<file path="src/rtl/ins_queue_pkg.sv">
// Shared definitions for the instruction queue between instruction memory
// and the control unit: default field widths, opcode field position and the
// opcode encoding the control unit decodes.
package ins_queue_pkg;

    // Default instruction format: [18:14] opcode, [13:0] address.
    localparam int OPC_W_DEF  = 5;
    localparam int ADDR_W_DEF = 14;
    localparam int INS_W_DEF  = OPC_W_DEF + ADDR_W_DEF;
    localparam int DEPTH_DEF  = 4;

    // Bit positions of the fields inside a default-width instruction word.
    localparam int OPC_MSB  = INS_W_DEF - 1;
    localparam int OPC_LSB  = ADDR_W_DEF;
    localparam int ADDR_MSB = ADDR_W_DEF - 1;
    localparam int ADDR_LSB = 0;

    // Opcode encoding seen by the control unit at the queue head.
    typedef enum logic [OPC_W_DEF-1:0] {
        OP_NOP   = 5'h00,
        OP_LOAD  = 5'h01,
        OP_STORE = 5'h02,
        OP_ADD   = 5'h03,
        OP_SUB   = 5'h04,
        OP_AND   = 5'h05,
        OP_OR    = 5'h06,
        OP_XOR   = 5'h07,
        OP_JMP   = 5'h10,
        OP_JZ    = 5'h11,
        OP_JNZ   = 5'h12,
        OP_CALL  = 5'h13,
        OP_RET   = 5'h14,
        OP_HALT  = 5'h1f
    } opcode_e;

endpackage

</file>
<file path="src/rtl/ins_queue_if.sv">
// Bus bundle between fetch/control and the instruction queue.
// Optional parity (macro IR_PARITY_EN) adds ins_par and par_err.
//
// Handshake rules, both sides: a word moves on a rising clk edge where
// valid && ready are both high. ins_ready depends only on registered queue
// state, never on same-cycle inputs. out_valid/opcode/address hold steady
// while out_valid && !out_ready. flush discards everything, including any
// transfer that would otherwise have happened on that edge.
interface ins_queue_if
    import ins_queue_pkg::*;
#(
    parameter int OPC_W  = OPC_W_DEF,
    parameter int ADDR_W = ADDR_W_DEF,
    parameter int INS_W  = INS_W_DEF,
    parameter int DEPTH  = DEPTH_DEF
);
    localparam int CNT_W = $clog2(DEPTH) + 1;

    logic              flush;
    logic [INS_W-1:0]  ins_in;
    logic              ins_valid;
    logic              ins_ready;
    logic              out_valid;
    logic              out_ready;
    logic [OPC_W-1:0]  opcode;
    logic [ADDR_W-1:0] address;
    logic [CNT_W-1:0]  count;
`ifdef IR_PARITY_EN
    logic              ins_par;
    logic              par_err;
`endif

`ifdef IR_PARITY_EN
    modport master (
        output flush, ins_in, ins_valid, out_ready, ins_par,
        input  ins_ready, out_valid, opcode, address, count, par_err
    );
    modport slave (
        input  flush, ins_in, ins_valid, out_ready, ins_par,
        output ins_ready, out_valid, opcode, address, count, par_err
    );
`else
    modport master (
        output flush, ins_in, ins_valid, out_ready,
        input  ins_ready, out_valid, opcode, address, count
    );
    modport slave (
        input  flush, ins_in, ins_valid, out_ready,
        output ins_ready, out_valid, opcode, address, count
    );
`endif

endinterface

</file>
<file path="src/rtl/ins_queue.sv">
// Instruction register/queue: buffers up to DEPTH fetched words so fetch can
// run ahead of execute, presents the head split into opcode/address, and
// drops everything on flush (taken branch/jump).
// Optional per-entry even parity is enabled with macro IR_PARITY_EN.
module ins_queue
    import ins_queue_pkg::*;
#(
    parameter int OPC_W  = OPC_W_DEF,
    parameter int ADDR_W = ADDR_W_DEF,
    parameter int INS_W  = INS_W_DEF,
    parameter int DEPTH  = DEPTH_DEF
)(
    input  logic        clk,
    input  logic        rst,
    ins_queue_if.slave  bus
);

    localparam int PTR_W = $clog2(DEPTH);
    localparam int CNT_W = PTR_W + 1;

    // Refuse to build with an inconsistent instruction format or depth.
    if (INS_W != OPC_W + ADDR_W) begin : g_bad_width
        $error("ins_queue: INS_W must equal OPC_W + ADDR_W");
    end
    if (DEPTH < 2 || (DEPTH & (DEPTH - 1)) != 0) begin : g_bad_depth
        $error("ins_queue: DEPTH must be a power of two and at least 2");
    end

    logic [INS_W-1:0] mem [DEPTH];
    logic [PTR_W-1:0] wr_ptr;
    logic [PTR_W-1:0] rd_ptr;
    logic [CNT_W-1:0] count_q;
    logic             active_q;
    logic             full;
    logic             empty;
    logic             push;
    logic             pop;
    logic [INS_W-1:0] head;

    assign full  = (count_q == CNT_W'(DEPTH));
    assign empty = (count_q == '0);

    // active_q keeps ins_ready low throughout reset and for the first edge
    // after it; ready is otherwise purely !full from registered state, so a
    // pop on a full cycle cannot open the input in that same cycle.
    assign bus.ins_ready = active_q && !full;
    assign bus.out_valid = !empty;
    assign bus.count     = count_q;

    // Flush squashes both transfers, so they are gated here once.
    assign push = bus.ins_valid && bus.ins_ready && !bus.flush;
    assign pop  = bus.out_valid && bus.out_ready && !bus.flush;

    // Pointers, occupancy and the post-reset ready enable.
    always_ff @(posedge clk) begin
        if (rst) begin
            wr_ptr   <= '0;
            rd_ptr   <= '0;
            count_q  <= '0;
            active_q <= 1'b0;
        end else begin
            active_q <= 1'b1;
            if (bus.flush) begin
                wr_ptr  <= '0;
                rd_ptr  <= '0;
                count_q <= '0;
            end else begin
                if (push) begin
                    wr_ptr <= wr_ptr + PTR_W'(1);
                end
                if (pop) begin
                    rd_ptr <= rd_ptr + PTR_W'(1);
                end
                case ({push, pop})
                    2'b10:   count_q <= count_q + CNT_W'(1);
                    2'b01:   count_q <= count_q - CNT_W'(1);
                    default: count_q <= count_q;
                endcase
            end
        end
    end

    // Word storage; no reset needed since the head is masked while empty.
    always_ff @(posedge clk) begin
        if (push && !rst) begin
            mem[wr_ptr] <= bus.ins_in;
        end
    end

    // Head field split, forced to zero when nothing is queued.
    always_comb begin
        head        = mem[rd_ptr];
        bus.opcode  = '0;
        bus.address = '0;
        if (bus.out_valid) begin
            bus.opcode  = head[INS_W-1 -: OPC_W];
            bus.address = head[ADDR_W-1:0];
        end
    end

`ifdef IR_PARITY_EN
    logic par_mem [DEPTH];

    // Parity bit stored alongside each word.
    always_ff @(posedge clk) begin
        if (push && !rst) begin
            par_mem[wr_ptr] <= bus.ins_par;
        end
    end

    // Even parity over word+bit; flagged only while the entry is at the head.
    // The entry still pops normally, the consumer decides what to do.
    always_comb begin
        bus.par_err = 1'b0;
        if (bus.out_valid) begin
            bus.par_err = ^{mem[rd_ptr], par_mem[rd_ptr]};
        end
    end
`endif

endmodule

</file>
<file path="src/flat_wrapper.sv">
// flat-port wrapper written by rule: the top's interface ports become plain ports
module ins_queue_flat import ins_queue_pkg::*;
#(
    parameter int OPC_W  = OPC_W_DEF,
    parameter int ADDR_W = ADDR_W_DEF,
    parameter int INS_W  = INS_W_DEF,
    parameter int DEPTH  = DEPTH_DEF
)
  (clk, rst, bus_flush, bus_ins_in, bus_ins_valid, bus_out_ready, bus_ins_ready, bus_out_valid, bus_opcode, bus_address, bus_count);
  ins_queue_if #(.OPC_W(OPC_W), .ADDR_W(ADDR_W), .INS_W(INS_W), .DEPTH(DEPTH)) bus_i ();
  input  logic clk;
  input  logic rst;
  input wire logic [$bits(bus_i.flush)-1:0] bus_flush;
  input wire logic [$bits(bus_i.ins_in)-1:0] bus_ins_in;
  input wire logic [$bits(bus_i.ins_valid)-1:0] bus_ins_valid;
  input wire logic [$bits(bus_i.out_ready)-1:0] bus_out_ready;
  output wire logic [$bits(bus_i.ins_ready)-1:0] bus_ins_ready;
  output wire logic [$bits(bus_i.out_valid)-1:0] bus_out_valid;
  output wire logic [$bits(bus_i.opcode)-1:0] bus_opcode;
  output wire logic [$bits(bus_i.address)-1:0] bus_address;
  output wire logic [$bits(bus_i.count)-1:0] bus_count;
  assign bus_i.flush = bus_flush;
  assign bus_i.ins_in = bus_ins_in;
  assign bus_i.ins_valid = bus_ins_valid;
  assign bus_i.out_ready = bus_out_ready;
  assign bus_ins_ready = bus_i.ins_ready;
  assign bus_out_valid = bus_i.out_valid;
  assign bus_opcode = bus_i.opcode;
  assign bus_address = bus_i.address;
  assign bus_count = bus_i.count;
  ins_queue #(.OPC_W(OPC_W), .ADDR_W(ADDR_W), .INS_W(INS_W), .DEPTH(DEPTH)) u_core (.clk(clk), .rst(rst), .bus(bus_i));
endmodule
</file>
<file path="config.mk">
export PLATFORM = sky130hd
export DESIGN_NAME = ins_queue_flat
export DESIGN_NICKNAME = d
export VERILOG_FILES = /design/src/rtl/ins_queue_pkg.sv /design/src/rtl/ins_queue_if.sv /design/src/rtl/ins_queue.sv /design/src/flat_wrapper.sv
export SDC_FILE = /design/constraint.sdc
export NUM_CORES = 1
export LEC_CHECK = 0
export ABC_AREA = 1
export CAP_MARGIN = 20
export CORE_MARGIN = 5
export CORE_UTILIZATION = 48
export DETAILED_ROUTE_END_ITERATION = 8
export DONT_BUFFER_PORTS = 1
export GPL_ROUTABILITY_DRIVEN = 1
export GPL_TIMING_DRIVEN = 0
export PLACE_DENSITY = 0.71
export SYNTH_ARGS = -nofsm -noshare
export SYNTH_HDL_FRONTEND = slang
export SYNTH_SLANG_ARGS = --single-unit
</file>
<file path="constraint.sdc">
create_clock -name clk -period 7.2 [get_ports clk]
set_clock_uncertainty 0.15 [all_clocks]
set_input_delay 1.44 -clock clk [delete_from_list [all_inputs] [get_ports clk]]
set_output_delay 1.44 -clock clk [all_outputs]
set_load 0.03 [all_outputs]
</file>
# Yosys cells after proc, flatten, opt, wreduce, memory -nomap -nowiden
# Memories as Yosys holds them, arrays and structs flattened. A register that Yosys moved wholly into a read port is not among the register bits.
# Index checks and enable logic that the tools add are counted.
[word_totals]
ff_bits = 8
ramBits = 76
out_inout_bits = 24
wordCells = 33
memories = 1
[memory_table]
columns = ["name", "words", "word_bits", "read_ports", "rd_clocked_by_memory_dff", "write_ports", "line", "source"]
rows = [
  ["u_core.mem", 4, 19, 1, 1, 1, "ins_queue.sv:29", "logic [INS_W-1:0] mem [DEPTH];"],
]
[op_classes]
n_addsub = 4
eq_ne = 3
muxes = 8
n_reduce_logical = 13
[ops]
columns = ["operator", "n"]
rows = [
  ["$mux W14", 1],
  ["$logic_and A1 B1 Y1", 6],
  ["$pmux W3 S2", 1],
  ["$mux W5", 1],
  ["$add A2 B1 Y2 const B", 2],
  ["$logic_not A1 Y1", 4],
  ["$mux W2", 2],
  ["$add A3 B1 Y3 const B", 1],
  ["$eq A3 B3 Y1 const B", 1],
  ["$logic_not A3 Y1", 1],
  ["$mux W1", 3],
  ["$sub A3 B1 Y3 const B", 1],
  ["$eq A2 B1 Y1 const B", 1],
  ["$eq A2 B2 Y1 const B", 1],
  ["$reduce_bool A2 Y1", 1],
  ["$reduce_or A2 Y1", 1],
]

# Longest topological paths before layout
# Gate-level depths: netlist (run 1).
[depth]
word_depth = 8
ltp_mapped = 13
ltp_nobuf = 13

# Worst setup path before layout (run 1)
# No wires, ideal clock.
[synth_timing]
kind = "input to register"
from = "input bus_ins_valid"
to = "memory u_core.mem[0][0] (netlist bit), enable pin"
setup_ns = 0.423
t_arrival_ns = 3.271
setup_slack_ns = 3.356
cell_stages = 4
path_buffers = 0
cell_sequence = "inv_1 > nor2_1 > nand3_2 > nor3b_1"
[synth_between]
elab_chain_cells = 5
[synth_rtl]
columns = ["element", "line", "source"]
rows = [
  ["start: declaration", "flat_wrapper.sv:15", "input wire logic [$bits(bus_i.ins_valid)-1:0] bus_ins_valid;"],
  ["$logic_and A1 B1 Y1 (2 in series)", "ins_queue.sv:51", "assign push = bus.ins_valid && bus.ins_ready && !bus.flush;"],
  ["$logic_and A1 B1 Y1", "ins_queue.sv:85", "if (push && !rst) begin"],
  ["$mux W1", "ins_queue.sv:85", ""],
  ["$mux W1 (implied by the code)", "ins_queue.sv:86", "mem[wr_ptr] <= bus.ins_in;"],
  ["end: declaration", "ins_queue.sv:29", ""],
]
# No other way between the ends.

# Worst setup path in the final report (run 1)
[layout_timing]
from = "register u_core.count_q[1] (netlist: u_core.bus.count[1])"
to = "output bus_opcode[1]"
[layout_between]
elab_chain_cells = 2
[layout_rtl]
columns = ["element", "line", "source"]
rows = [
  ["start: declaration", "ins_queue.sv:32", "logic [CNT_W-1:0] count_q;"],
  ["start signal: assignment", "ins_queue.sv:75", "2'b10: count_q <= count_q + CNT_W'(1);"],
  ["start signal: assignment", "ins_queue.sv:76", "2'b01: count_q <= count_q - CNT_W'(1);"],
  ["start signal: assignment", "ins_queue.sv:77", "default: count_q <= count_q;"],
  ["$logic_not A3 Y1", "ins_queue.sv:41", "assign empty = (count_q == '0);"],
  ["$mux W5", "ins_queue.sv:95", "if (bus.out_valid) begin"],
  ["end: declaration", "flat_wrapper.sv:19", "output wire logic [$bits(bus_i.opcode)-1:0] bus_opcode;"],
]
# No other way between the ends.

==> results_dict.tcl, run 1 <==
set metrics [dict create \
    drt_wl_total_um 6896 \
    post-route-min-period_ns 3.807 \
    synth.area.mux_share 0 \
    dr.first_iter.drc_count 176 \
    path_depth 5 \
    die_area_um2 9113 \
    vias_per_cell 5.158 \
    clk_latency_ns 0.34 \
    power_uw 897.1 \
    pin_count 48 \
    fmax_mhz 262.6 \
    grt_pass1_vias 2257 \
    path_clk_slew_ns 0.08 \
    cts_buffer_depth 2 \
    root_buffer "clkbuf_8" \
    cp_top_family "compound AO/OA/AOI/OAI gates" \
    ys_seq_elements 86 \
    cts_tree "done" \
    hold_viol 0 \
    nNetsFinal 346 \
    syn_to_final_growth_pct 11.63 \
    worst_slew_pin_slew_ns 0.9958 \
    rsz0062_at_grt "no" \
    crit_chain "nor2_2 -> nand2_2 -> inv_2 -> buf_2 -> a21oi_1" \
    synth_compound_area_frac 0.09279 \
    cp.required_ns 5.61 \
    relSlewSlack 0.3333 \
    vias 2161 \
    outcome "complete, no violations" \
    p_leak_nw 1.344 \
    synth_simple_gate_area_frac 0.1299 \
    endpoint_kind "output pin" \
    slew_violations 0 \
    die_h_um 95.46 \
    synthTopCellsByCount "84 x nor2_1, 76 x edfxtp_1, 21 x a21oi_1, 21 x o21ai_0, 20 x o21ai_1" \
    worst_setup_path_start_kind "register" \
    max_stage_delay_ns 0.59 \
    max_cap_violations 0 \
    min_path_type "register to register" \
    wire_per_inst_um 16.46 \
    place.gp.congestion 0.6917 \
    path_buf_inv 2 \
    synthArstFlopShare 0 \
    period_share 0.5288 \
    synth_area_leaders "edfxtp_1 65%, nor2_1 9.0%, dfxtp_1 5.7%" \
    syn_area_per_cell_um2 11.73 \
    synth.distinct_cells 23 \
    yosysSeqAreaShare 0.7081 \
    post_cts_buffers 0 \
    layout_setup_ws_ns 3.393 \
    fin_tns_setup_ns 0 \
    synth_top_area_frac 0.6510 \
    synth_cells 299 \
    synth_xor_area_frac 0 \
    yosys_warnings 0 \
    yosysMostFrequentCell "nor2_1" \
    drt_pass1_iterations 4 \
    track_usage 0.1652 \
    synth_top_family_by_area "simple AND/OR/NAND/NOR gates" \
    grt_start_max_net_pins 15 \
    design.core.area_um2 7176 \
    die_w_um 95.46 \
    crit_slowest_cell "a21oi_1" \
    peakVddDrop_uv 94.08 \
    critPathKind "register to output pin" \
    cts_hold_buf 0 \
    syn_nets 329 \
    postCtsResizedCells 0 \
    setup_viol 0 \
    syn_area_um2 3506 \
    cp.arrival_ns 2.22 \
    drive_gt1_frac 0.1344 \
    powerDensity_nw_per_um2 229.2 \
    post-place-ws_ns 3.721 \
    synth-main-ff-cell "edfxtp_1" \
    rrSetupSlack_ns 4.66 \
    reg2regPathDepth 5 \
    synth_edf_count 76 \
    port_buffers 0 \
    diodes 0 \
    start_util 0.4886 \
    num_rows 31 \
    overflow 0 \
    hpwl_um 4522 \
    grt_pass1_wl_um 11140 \
    yosys.area.top_type "edfxtp_1" \
    cts_made_buffers 9 \
    cts.sinks 86 \
    drc 0 \
    path_max_fanout 10 \
    synth_adder_area_share 0.02355 \
    drt.antenna.violating_nets 0 \
    min_path_cells 2 \
    antenna_found_initial 0 \
    cts_max_level 3 \
]
## power breakdown
| part | internal [mW] | switching, mW | leakage (nW) |
|---|---|---|---|
| registers | 0.545 | 0.00228 | 0.766 |
| clock network | 0.159 | 0.163 | 0.0846 |
| logic | 0.00627 | 0.0215 | 0.494 |
## worst register-to-register path: stages (launching register included)
cell	delay, ns
dfxtp_1	0.58
nor2_2	0.10
nand2_1	0.13
nand3_2	0.19
nor3b_2	0.85
buf_8	0.24
## registers in the layout, summed over array words and instances, names as in the netlist, named ones only
name	cells
u_core.mem	76
u_core.bus.count	3
u_core.rd_ptr	2
u_core.wr_ptr	2
u_core.active_q	1
## routing by layer
metal / wire, um / vias to the layer above / GRT usage / part of all wire
li1: - / 1062 / - / -
met1: 2800 / 1024 / 0.1975 / 0.41
met2: 3442 / 70 / 0.2799 / 0.50
met3: 574 / 5 / 0.05525 / 0.083
met4: 79 / 0 / 0.05687 / 0.011
met5: 0 / - / 0 / 0
## cells by family (layout without fill, tap and decap cells)
family,after synthesis,count (layout)
simple gates,111,111
compound gates,64,64
buf+inv,32,53
fa+ha+maj,6,6
flops,86,86
## worst paths after layout
kind | end | startpoint
max | bus_opcode[1] | u_core.bus.count[1]
min | u_core.rd_ptr[1] | u_core.rd_ptr[1]
max reg2reg | u_core.mem[3][5] | u_core.bus.count[1]
min reg2reg | u_core.rd_ptr[1] | u_core.rd_ptr[1]
## through the flow
stage          area (um^2)  instances  hold WS, ns  utilization
2_1_floorplan         3506        299       0.3314            -
3_3_place_gp          3630        398       0.3609       0.5058
3_5_place_dp          3725        404       0.3666       0.5191
4_1_cts               3914        419       0.3821       0.5454
5_1_grt               3914        419       0.4495       0.5454
6_report              3914        419       0.3806       0.5454
## cells in the final DEF, fill, tap and decap left out, drive strengths merged
| cell | count |
|---|---|
| clkinvlp | 3 |
| a21boi | 2 |
| a21oi | 21 |
| ha | 5 |
| inv | 20 |
| clkbuf | 11 |
| dfxtp | 10 |
| nor2 | 87 |
| nand3 | 3 |
| fa | 1 |
| nand2 | 15 |
| o21ai | 41 |
| clkinv | 1 |
| buf | 17 |
| bufinv | 1 |
| nor3b | 4 |
| nand4 | 2 |
| edfxtp | 76 |
## area by class of cell
class	instances	area, um^2
clock inverter	5	61.31
clock buffer	10	127.6
buffer	12	85.08
fill	606	3262
inverter	20	75.07
timing repair buffer	6	75.07
sequential	86	2482
multi-input combinational	181	883.3
tap	99	123.9
Note: power is estimated with default switching activity, not from simulation.
==> run 2, diff against run 1 <==
clock period = 3.56 ns   (was 7.2 ns; I/O delays follow)
==> results of run 2 <==
The final DEF is identical to that of run 1. Status: complete, no violations.
Among the figures that moved: setup slack after placement 3.721 ns -> 0.8086 ns; setup slack after layout 3.393 ns -> 0.4806 ns; hold slack 0.3806 ns -> 0.2675 ns; register-to-register setup slack 4.66 ns -> 1.02 ns; end point of the worst hold path u_core.rd_ptr[1] -> u_core.active_q; total power 0.8971 mW -> 1.814 mW; worst IR drop on VDD 94.08 uV -> 190.3 uV
==> variant (flow settings as in run 2) <==
`ADDR_W_DEF`: 14 -> 16.
--- a/src/rtl/ins_queue_pkg.sv
+++ b/src/rtl/ins_queue_pkg.sv
@@ -7,3 +7,3 @@
     localparam int OPC_W_DEF  = 5;
-    localparam int ADDR_W_DEF = 14;
+    localparam int ADDR_W_DEF = 16;
     localparam int INS_W_DEF  = OPC_W_DEF + ADDR_W_DEF;
Interface: changed (resized bus_address and bus_ins_in); port bits go from 48 to 52. No check against the original RTL was run, so the function may have changed too.
==> variant against run 2 <==
Core utilization increased by 0.43 points; power is 5.3% higher; setup slack better by 0.020 ns; hold slack worse by 0.017 ns; largest cell class unchanged; wire length up 12%; cell area is 8.5% higher; sequential cell count up 8; highest routed layer unchanged; register-to-register slack better by 0.11 ns; area after synthesis grew 9.2%.
==> variant: results (changes against run 2) <==
[metrics] run status: finished clean
[metrics] cell count after synthesis: 324 (+8.4%)
[metrics] most used flip-flop cell after synthesis: sky130_fd_sc_hd__edfxtp_1
[metrics] later-pin clock latency in the skew report: 0.36 ns (+0.02 ns)
[metrics] Post-Synth Adder-Cell Area: 0.02158 (-0.001979)
[metrics] dominant cells by area after synthesis: sky130_fd_sc_hd__edfxtp_1, sky130_fd_sc_hd__nor2_1, sky130_fd_sc_hd__dfxtp_1
[metrics] length of routed met3 wiring: 581 microns (+1.2%)
[metrics] number of flops mapped to enable cells by yosys: 84 (+11%)
[metrics] leakage power total: 0.001472 uW (+9.5%)
[metrics] crit path DAT: 2.20 ns (-0.02 ns)
[metrics] Setup crit start: u_core.bus.count[2]$_SDFFE_PP0P_
[metrics] vias in the first global route: 2415 (+7.0%)
[metrics] worst-margin pin slew: 0.9724 ns (-0.02336 ns)
[metrics] root buffer cell: sky130_fd_sc_hd__clkbuf_8
[metrics] post-synthesis mux area share: 0 (unchanged)
[metrics] fraction of layout cells with a size suffix above 1: 0.1351 (+0.0006825)
[metrics] final weighted congestion in routability-driven placement: 0.7618 (+10%)
[metrics] combined global-route utilization of all metal layers: 0.1651 (about the same)
[metrics] share of the synthesized area in compound gates (AO/OA/AOI/OAI): 0.09284 (about the same)
[metrics] Synth top area share: 0.6590 (+0.008075)
[metrics] share of synthesized area occupied by flip-flops and latches: 0.7113 (+0.003278)
[metrics] Peak VDD IR: 0.0002467 V (+30%)
[metrics] DP HPWL: 5181 microns (+15%)
[metrics] total detailed-routing wirelength: 7725 microns (+12%)
[metrics] Synth Net Count: 356 (+8.2%)
[metrics] synth cell count leaders: sky130_fd_sc_hd__nor2_1, sky130_fd_sc_hd__edfxtp_1, sky130_fd_sc_hd__o21ai_1
[metrics] DRT iter0 DRCs: 213 (+21%)
[metrics] largest net degree at the start of global routing: 18 (+3)
[metrics] flip-flop count of the largest register, all copies and words added: 84 (+11%)
[metrics] global-route wire length before repair: 12200 microns (+9.5%)
[metrics] routed via count divided by cell count: 5.316 (+3.1%)
[metrics] number of distinct standard cells referenced by the synthesized netlist: 22 (-4.3%)
[metrics] post-placement setup slack: 0.8920 ns (+0.08341 ns)
[metrics] placed cell count: 434 (+7.4%)
[metrics] layout filler cell count: 629 (+3.8%)
[metrics] CP peak stage delay: 0.59 ns (about the same)
[metrics] Metal-1 WL: 3090 microns (+10%)
[metrics] number of nets in the finished design: 375 (+8.4%)
[metrics] Biggest register: u_core.mem
[metrics] detail-routed net length per standard cell: 17.17 microns (+4.3%)
[metrics] amount of wire on met2 after detailed routing: 3908 microns (+14%)
## variant: cell count changes in the layout (fill, tap and decap cells not counted), moves of 2 or more
cell / delta
sky130_fd_sc_hd__a21oi_1: +2
sky130_fd_sc_hd__buf_6: +4
sky130_fd_sc_hd__clkbuf_1: -2
sky130_fd_sc_hd__clkbuf_2: +2
sky130_fd_sc_hd__clkinvlp_4: -2
sky130_fd_sc_hd__edfxtp_1: +8
sky130_fd_sc_hd__inv_1: +2
sky130_fd_sc_hd__inv_2: -2
sky130_fd_sc_hd__inv_6: +3
sky130_fd_sc_hd__nor2_1: +10
sky130_fd_sc_hd__nor2_2: -2
sky130_fd_sc_hd__o21ai_0: -16
sky130_fd_sc_hd__o21ai_1: +20
## variant: stage by stage
step	setup TNS (ns)	instance area [sq um]
final	0	4248
after global routing	0	4248
after CTS	0	4248
after detailed placement	0	4069
after global placement	-69.94	3955
after floorplan	0	3827
## variant: metal layers
metal	vias up	track usage
li1	1153	-
met1	1150	0.2020
met2	77	0.2650
met3	12	0.04769
met4	0	0.08824
met5	-	0
## variant: worst register-to-register path: stages (launching register included)
cell and delay (ns):
sky130_fd_sc_hd__dfxtp_1 0.56, sky130_fd_sc_hd__nor2_1 0.15, sky130_fd_sc_hd__nand2_1 0.14, sky130_fd_sc_hd__nand3_2 0.19, sky130_fd_sc_hd__nor3b_2 0.56, sky130_fd_sc_hd__buf_6 0.23
sky130_fd_sc_hd__buf_6 0.17
## variant: where the power goes
part / switching [uW] / internal (uW) / total, uW
combinational: 48.0 / 14.9 / 62.9
sequential: 4.57 / 1210 / 1210
clock: 375 / 261 / 636
total: 428 / 1480 / 1910
## variant: area by class of cell
type	count	area, sq um	share of cell area
clock inverter	7	55.05	0.01296
multi-input combinational	195	938.4	0.2209
buffer	15	111.4	0.02622
inverter	20	75.07	0.01767
timing repair buffer	8	93.84	0.02209
clock buffer	9	123.9	0.02916
sequential	94	2723	0.6409
tap	102	127.6	0.03004
## variant: kinds of logic after synthesis
kind of cell	Yosys count
compound gates	70
fa+ha+maj	6
buf+inv	35
flops	94
simple gates	119
## variant: final timing paths
path / end / cells past startpoint / slack (ns)
worst max-delay path: bus_address[5] / 5 / 0.50
worst min-delay path: u_core.active_q$_DFF_P_ / 1 / 0.25
worst max register to register: u_core.mem[1][10]$_DFFE_PP_ / 6 / 1.13
worst min register to register: flop / 2 / 0.39
